`config.mk`:
```
export PLATFORM = sky130hd
export DESIGN_NAME = eth_pkt_fifo
export DESIGN_NICKNAME = d
export VERILOG_FILES = /design/src/rtl/eth_pkt_fifo.sv
export SDC_FILE = /design/constraint.sdc
export NUM_CORES = 2
export LEC_CHECK = 0
export ABC_AREA = 0
export CORE_ASPECT_RATIO = 0.75
export CORE_MARGIN = 2
export CORE_UTILIZATION = 30
export CTS_BUF_LIST = sky130_fd_sc_hd__clkbuf_4 sky130_fd_sc_hd__clkbuf_8 sky130_fd_sc_hd__clkbuf_16
export CTS_CLUSTER_SIZE = 20
export DETAILED_ROUTE_END_ITERATION = 12
export PLACE_DENSITY = 0.54
export SETUP_SLACK_MARGIN = 0.15
export SLEW_MARGIN = 25
export SYNTH_ARGS = -nofsm -noshare
export SYNTH_HDL_FRONTEND = slang
export SYNTH_MEMORY_MAX_BITS = 65536
export SYNTH_SLANG_ARGS = --single-unit
```
`constraint.sdc`:
```
create_clock -name clk -period 10.1 [get_ports clk]
set_clock_uncertainty 0.1 [all_clocks]
set_input_delay 1.515 -clock clk [delete_from_list [all_inputs] [get_ports clk]]
set_output_delay 1.515 -clock clk [all_outputs]
set_load 0.03 [all_outputs]
```
`src/rtl/eth_pkt_fifo.sv`:
```
// Store-and-forward RX frame FIFO: speculative write with commit/rollback, FWFT read side.
// Optional ETH_PKT_FIFO_DROP_CNT_EN adds a saturating drop_cnt of lost frames.
module eth_pkt_fifo #(
    parameter int DATA_W = 16,
    parameter int ADDR_W = 8
) (
    input  logic              clk,
    input  logic              rst,
    input  logic              wr_valid,
    input  logic [DATA_W-1:0] wr_data,
    input  logic              wr_last,
    input  logic              wr_drop,
    output logic              wr_ovf,
    output logic              rd_valid,
    output logic [DATA_W-1:0] rd_data,
    output logic              rd_last,
    input  logic              rd_ready,
    output logic [ADDR_W:0]   frame_cnt,
    output logic [ADDR_W:0]   level
`ifdef ETH_PKT_FIFO_DROP_CNT_EN
    ,
    output logic [15:0]       drop_cnt
`endif
);
    localparam logic [ADDR_W:0] ONE      = {{ADDR_W{1'b0}}, 1'b1};
    localparam logic [ADDR_W:0] FULL_LVL = {1'b1, {ADDR_W{1'b0}}};

    typedef enum logic [1:0] {IDLE, RECV, DISCARD} wr_state_t;

    wr_state_t state, state_n;
    logic [ADDR_W:0] wr_ptr, cm_ptr, rd_ptr;
    logic [DATA_W:0] mem [2**ADDR_W];
    logic [DATA_W:0] ram_q;
    logic            ram_v;
    logic            full, wr_en, commit, rollback, ovf_set;
    logic            avail, out_adv, fetch, pop;

    assign level   = wr_ptr - rd_ptr;
    assign full    = (level == FULL_LVL);
    assign avail   = (cm_ptr != rd_ptr);
    assign out_adv = !rd_valid || rd_ready;
    // The RAM read stage and the output register form a two-deep pipeline,
    // so the read stage may refill while the output is stalled.
    assign fetch   = avail && (!ram_v || out_adv);
    assign pop     = rd_valid && rd_ready && rd_last;

    always_ff @(posedge clk) begin
        if (rst) state <= IDLE;
        else     state <= state_n;
    end

    // wr_drop overrides everything, including a same-cycle wr_last.
    always_comb begin
        state_n  = state;
        wr_en    = 1'b0;
        commit   = 1'b0;
        rollback = 1'b0;
        ovf_set  = 1'b0;
        if (wr_drop) begin
            rollback = 1'b1;
            state_n  = IDLE;
        end else if (wr_valid) begin
            case (state)
                IDLE, RECV: begin
                    if (full) begin
                        if (wr_last) begin
                            rollback = 1'b1;
                            ovf_set  = 1'b1;
                            state_n  = IDLE;
                        end else begin
                            state_n  = DISCARD;
                        end
                    end else begin
                        wr_en = 1'b1;
                        if (wr_last) begin
                            commit  = 1'b1;
                            state_n = IDLE;
                        end else begin
                            state_n = RECV;
                        end
                    end
                end
                DISCARD: begin
                    if (wr_last) begin
                        rollback = 1'b1;
                        ovf_set  = 1'b1;
                        state_n  = IDLE;
                    end
                end
                default: state_n = IDLE;
            endcase
        end
    end

    always_ff @(posedge clk) begin
        if (wr_en) mem[wr_ptr[ADDR_W-1:0]] <= {wr_last, wr_data};
        if (fetch) ram_q <= mem[rd_ptr[ADDR_W-1:0]];
    end

    always_ff @(posedge clk) begin
        if (rst) begin
            wr_ptr    <= '0;
            cm_ptr    <= '0;
            wr_ovf    <= 1'b0;
            frame_cnt <= '0;
        end else begin
            if (rollback)   wr_ptr <= cm_ptr;
            else if (wr_en) wr_ptr <= wr_ptr + ONE;
            if (commit) cm_ptr <= wr_ptr + ONE;
            wr_ovf <= ovf_set;
            if (commit && !pop)      frame_cnt <= frame_cnt + ONE;
            else if (!commit && pop) frame_cnt <= frame_cnt - ONE;
        end
    end

    always_ff @(posedge clk) begin
        if (rst) begin
            rd_ptr   <= '0;
            ram_v    <= 1'b0;
            rd_valid <= 1'b0;
            rd_last  <= 1'b0;
            rd_data  <= '0;
        end else begin
            if (fetch) rd_ptr <= rd_ptr + ONE;
            if (fetch)        ram_v <= 1'b1;
            else if (out_adv) ram_v <= 1'b0;
            if (out_adv) begin
                rd_valid <= ram_v;
                if (ram_v) {rd_last, rd_data} <= ram_q;
            end
        end
    end

`ifdef ETH_PKT_FIFO_DROP_CNT_EN
    logic lost;
    assign lost = ovf_set || (wr_drop && (state != IDLE || wr_valid));

    always_ff @(posedge clk) begin
        if (rst)                               drop_cnt <= '0;
        else if (lost && drop_cnt != 16'hFFFF) drop_cnt <= drop_cnt + 16'd1;
    end
`endif

endmodule

```
Word-level counts from Yosys, hierarchy flattened
Memories as Yosys holds them, arrays and structs flattened. A register that Yosys moved wholly into a read port is not among the register bits.
Index checks and enable logic that the tools add are counted.
- flip-flop bits (word level): 58
- output and inout port bits: 37
- memories: 1
- bits in writable memories: 4352
- logic and storage cells: 66
- multiplexer cells: 26
- reductions and logical operators: 19
- add/sub/neg operators: 5
- equality and inequality tests: 5
- memories (name ; words ; bits a word ; read ports ; clocked after Yosys merged registers in ; write ports ; line ; source):
    mem ; 256 ; 17 ; 1 ; 1 ; 1 ; 32 ; logic [DATA_W:0] mem [2**ADDR_W];
- operators by type and width (operator ; count):
    9-bit 2-to-1 mux ; 4
    9-bit by 1-bit adder with 9-bit output (second input constant) ; 3
    1-bit 2-to-1 mux ; 17
    9-bit == test (second input constant) ; 1
    9-bit inequality test ; 1
    9-bit by 1-bit subtractor with 9-bit output (second input constant) ; 1
    9-bit subtractor ; 1
    2-bit 2-to-1 mux ; 3
    2-bit nonzero test ; 3
    1-bit logical AND ; 5
    1-bit logical NOT ; 4
    2-bit one-hot mux with 2 select lines ; 1
    2-bit AND reduction ; 2
    2-bit OR reduction ; 2
    2-bit by 1-bit == test with 1-bit output (second input constant) ; 1
    2-bit == test (second input constant) ; 1
    2-bit logical NOT ; 1
    1-bit logical OR ; 2
    2-bit inequality test (second input constant) ; 1
    1-bit one-hot mux with 2 select lines ; 1

Logic depth before layout (Yosys ltp)
- depth after elaboration: 10
- gate-level depth with buffers: 26

Least setup slack after synthesis
OpenSTA, ideal clock, no wires.
- path kind: reg-to-reg
- start point: register rd_ptr[2]
- end point: register frame_cnt[8]
- data required time: 9930 ps
- setup slack: 4388 ps
- stages on the path, launching flop included: 24
- arrival time: 5541 ps
- buffers on the path: 5
- library setup time: 70 ps
- path through: dfxtp_1 > buf_2 > clkinv_1 > clkbuf_1 > buf_1 > clkbuf_1 > ha_1 > xnor2_1 > or3_1 > a2111o_1 > o311ai_4 > nor3b_4 > buf_2 > ha_1 > inv_1 > ha_1 > nor2b_1 > o21ai_0 > a21boi_0 > o21ai_0 > a21oi_1 > xnor2_1 > or3_1 > a21oi_1
- cells in the longest elaborated chain, start to end: 9
- elaborated cells on any way between the ends: 11
- ends and longest elaborated chain (item ; line ; source):
    start, declared ; 31 ; logic [ADDR_W:0] wr_ptr, cm_ptr, rd_ptr;
    start signal, assigned ; 124 ; if (fetch) rd_ptr <= rd_ptr + ONE;
    9-bit subtractor (*) ; 38 ; assign level = wr_ptr - rd_ptr;
    net level[2] ; 19 ; output logic [ADDR_W:0] level
    9-bit == test (*) ; 39 ; assign full = (level == FULL_LVL);
    1-bit 2-to-1 mux (*) ; 65 ; if (full) begin
    1-bit 2-to-1 mux (*) ; 63 ; case (state)
    1-bit 2-to-1 mux (*) ; 62 ; end else if (wr_valid) begin
    1-bit 2-to-1 mux (*) ; 59 ; if (wr_drop) begin
    net commit ; 35 ; logic full, wr_en, commit, rollback, ovf_set;
    1-bit logical NOT ; 112 ; else if (!commit && pop) frame_cnt <= frame_cnt - ONE;
    1-bit logical AND ; 112 ;
    2-bit nonzero test (no source line) ; n/a ;
    end signal, assigned ; 111 ; if (commit && !pop) frame_cnt <= frame_cnt + ONE;
    end signal, assigned ; 112 ;
    end, declared ; 18 ; output logic [ADDR_W:0] frame_cnt,
The timed path passes the listed nets; every way through them passes the cells marked *.
A chain may end at the register's enable or synchronous reset.

Worst setup path after layout
- start point: register rd_ptr[4]
- end point: register frame_cnt[8]
- cells in the longest elaborated chain, start to end: 9
- elaborated cells on any way between the ends: 11
- ends and longest elaborated chain (item ; line):
    9-bit subtractor (*) ; 38
    9-bit == test (*) ; 39
    1-bit 2-to-1 mux (*) ; 65
    1-bit 2-to-1 mux (*) ; 63
    1-bit 2-to-1 mux (*) ; 62
    1-bit 2-to-1 mux (*) ; 59
    1-bit logical NOT ; 112
    1-bit logical AND ; 112
    2-bit nonzero test (no source line) ; n/a
Every way passes the cells marked *; elsewhere a longest branch is shown, timed or not.

==> flow_summary.yaml <==
yosys:
  synthTopCellsByArea: "edfxtp_1, mux4_2, mux2i_1, nor2_1, dfxtp_1"
  syn_nets: 7804
  synth_top_flop_cell: "edfxtp_1"
  yosysWarnings: 0
  synth_cells: 7759
  seq_area_frac_synth: 0.774
  yosysTopAreaCell: "edfxtp_1"
  syn_area_per_cell_um2: 22.0
  synth_enable_flop_cells: 4369
  ys_types: 69
  ys_async_sr_fraction: 0
  synth_top_area_frac: 0.767
  syn-cell-area_mm2: 0.171
  ys_ff_latch: 4427
layout:
  final_layout_size_suffix_gt1_frac: 0.288
  final_common_cell: "edfxtp_1"
  final_cell_mix: "edfxtp_1, mux4_2, clkbuf_16, buf_4, mux2i_1"
  syn2layout_area_growth_pct: 14.7
  postLayoutCoreUtil: 0.345
  final_nets: 8183
worst_setup_path:
  crit_arrival_ps: 7900
  path_class: "register to register"
  path_max_fanout: 23
  reg2reg_depth: 19
  crit_path_start_kind: "register"
  crit_path_end_kind: "register"
  worstPathRequired_ps: 10870
drt:
  drt_iter0_drc: 13600
  drc: 0
  dr.pass1.iters: 6
  ant_nets: 0
  wl_per_cell_um: 32.4
  vias_per_cell: 5.32
  wirelength_um: 521000
  vias: 85600
power_and_ir_drop:
  power_density_mw_per_mm2: 233
  sw_frac_of_total: 0.273
  combPwrFrac: 0.213
  p_clk_frac: 0.341
  vdd_drop_max_uv: 184
  seqPwrFrac: 0.446
  switchingPower_mw: 12.5
  power_mw: 45.7
  p_leak_nw: 58.8
  internal-power_mw: 33.2
clock_tree:
  post_cts_buffers: 0
  cts_tree: "yes"
  cts_made_buffers: 407
  postCtsHoldBufs: 0
  clockBufferDepth: 4
  cts_resized: 0
  insertion_delay_ps: 1000
  cts_root_buffer: "clkbuf_16"
  htree_levels: 5
  cts_sinks: 4427
  clk_pin_slew_ps: 70
timing:
  worst_slew_pin_slew_ps: 1290
  fmax_mhz: 140
  rsz0062_at_grt: "no"
  min_period_over_period: 0.706
  tns_ps: 0
  finalSetupViolations: 0
  fin_crit_ps: 7130
  relSlewSlack: 0.133
  timing_hold_violations_final: 0
  timing.hold.ws_ps: 359
  drv_slew: 0
run_status:
  status: "completed"
grt:
  grt_pass1_vias: 84000
  use_met3: 0.0582
  grt_util_met2: 0.255
  grt_max_degree: 173
  grt.busiest_layer: "met1"
  antenna_found_initial: 45
  use_met1: 0.255
  grt_pass1_wl_um: 711000
  grt_overflow: 0
  track_usage: 0.176
die:
  coreArea_mm2: 0.569
  die_x_um: 876
  chipHeight_um: 658
  start_util: 0.301
  ios: 59
  dieArea_mm2: 0.576
  core.rowCount: 240
worst_hold_path:
  hold_depth: 2
  hp-class: "register to register"
job:
  cap_viol_max_count: 0
placement:
  post-dp-hpwl_um: 309000
  io_buffers: 58
  routabilityCongestion: 0.867
[cell type report]
cell class / instances / area [um^2]
Sequential cell: 4427 / 132000
Timing Repair Buffer: 411 / 3590
Antenna cell: 15 / 37.5
Multi-Input combinational cell: 2866 / 37300
Inverter: 25 / 109
Clock inverter: 227 / 2160
Fill cell: 52500 / 373000
Clock buffer: 502 / 11000
Tap cell: 7623 / 9540
[registers in the layout, summed over array words and instances, names as in the netlist]
name and count:
rd_data 16, rd_valid 1, rd_ptr 9, wr_ptr 9, state 2, ram_v 1
cm_ptr 9, wr_ovf 1, rd_last 1, frame_cnt 9, ram_q 17, mem 4352
[worst max-delay path, cell delays in order, from the launching register on]
cell,delay [ps]
dfxtp_4,700
clkinv_2,560
ha_1,600
o211ai_1,120
a21boi_0,210
o22ai_1,130
xnor2_1,510
o311ai_4,330
nor3b_4,750
ha_1,670
inv_1,310
ha_1,380
nor2b_1,150
o21ai_0,210
a21boi_0,150
o21ai_0,290
a21oi_1,140
xnor2_1,160
or3_1,350
a21oi_1,180
[final timing paths]
| kind | slack (ps) | start | to |
|---|---|---|---|
| setup / recovery | 2970 | rd_ptr[4] | frame_cnt[8] |
| hold reg to reg | 360 | rd_data[9] | rd_data[9] |
| hold / removal | 360 | rd_data[9] | rd_data[9] |
| setup reg to reg | 2970 | rd_ptr[4] | frame_cnt[8] |
[layer usage]
| layer | vias to the layer above | part of all wire |
|---|---|---|
| met5 | - | 0.00013 |
| met4 | 10 | 0.026 |
| met3 | 651 | 0.12 |
| met2 | 4748 | 0.43 |
| met1 | 46800 | 0.42 |
| li1 | 33400 | - |
[synthesized netlist by cell type, drive strengths merged, types with 3 or more instances]
| cell | instances |
|---|---|
| o31ai | 3 |
| o211ai | 11 |
| a211o | 6 |
| ha | 21 |
| buf | 283 |
| xnor2 | 34 |
| clkbuf | 158 |
| a21o | 5 |
| clkinv | 3 |
| or4 | 3 |
| xor2 | 12 |
| a221o | 5 |
| a221oi | 57 |
| or3 | 14 |
| a31oi | 15 |
| nor3 | 37 |
| nand2b | 3 |
| mux2i | 298 |
| and3 | 10 |
| nor2b | 22 |
| o221ai | 40 |
| nor4 | 13 |
| a21oi | 150 |
| nor3b | 3 |
| o311ai | 3 |
| edfxtp | 4369 |
| dfxtp | 58 |
| nand4 | 5 |
| a2111oi | 22 |
| inv | 22 |
| mux4 | 1115 |
| nand3 | 25 |
| nand2 | 258 |
| and2 | 17 |
| a22o | 7 |
| o22ai | 46 |
| nor2 | 395 |
| a22oi | 46 |
| o21ai | 86 |
| a211oi | 50 |
[per-stage QoR]
| stage | cells | setup slack, ps | instance area, um^2 |
|---|---|---|---|
| global placement | 15300 | 2100 | 182000 |
| CTS | 16100 | 3200 | 196000 |
| finish | 16100 | 2970 | 196000 |
| detailed placement | 15300 | 3190 | 183000 |
| floorplan | 7759 | 4390 | 171000 |
| global route | 16100 | 2510 | 196000 |
[power by group through the flow]
stage                     sequential [mW]  combinational (mW)  clock [mW]
after CTS                            20.4                9.82        15.8
after detailed placement             20.8                9.79           0
after global placement               20.8                9.71           0
after global routing                 20.4                10.2        16.5
final                                20.4                9.74        15.6
after floorplan                      20.7                6.68           0
[cells by family after synthesis]
logic type                 share of synthesized area
muxes                                          0.164
buffers and inverters                         0.0154
adders and majority gates                    0.00177
AOI/OAI and AO/OA                             0.0228
and+or+nand+nor                               0.0197
xor gates and xnor gates                     0.00236
DFF                                            0.774
Note: power is estimated with default switching activity, not from simulation.
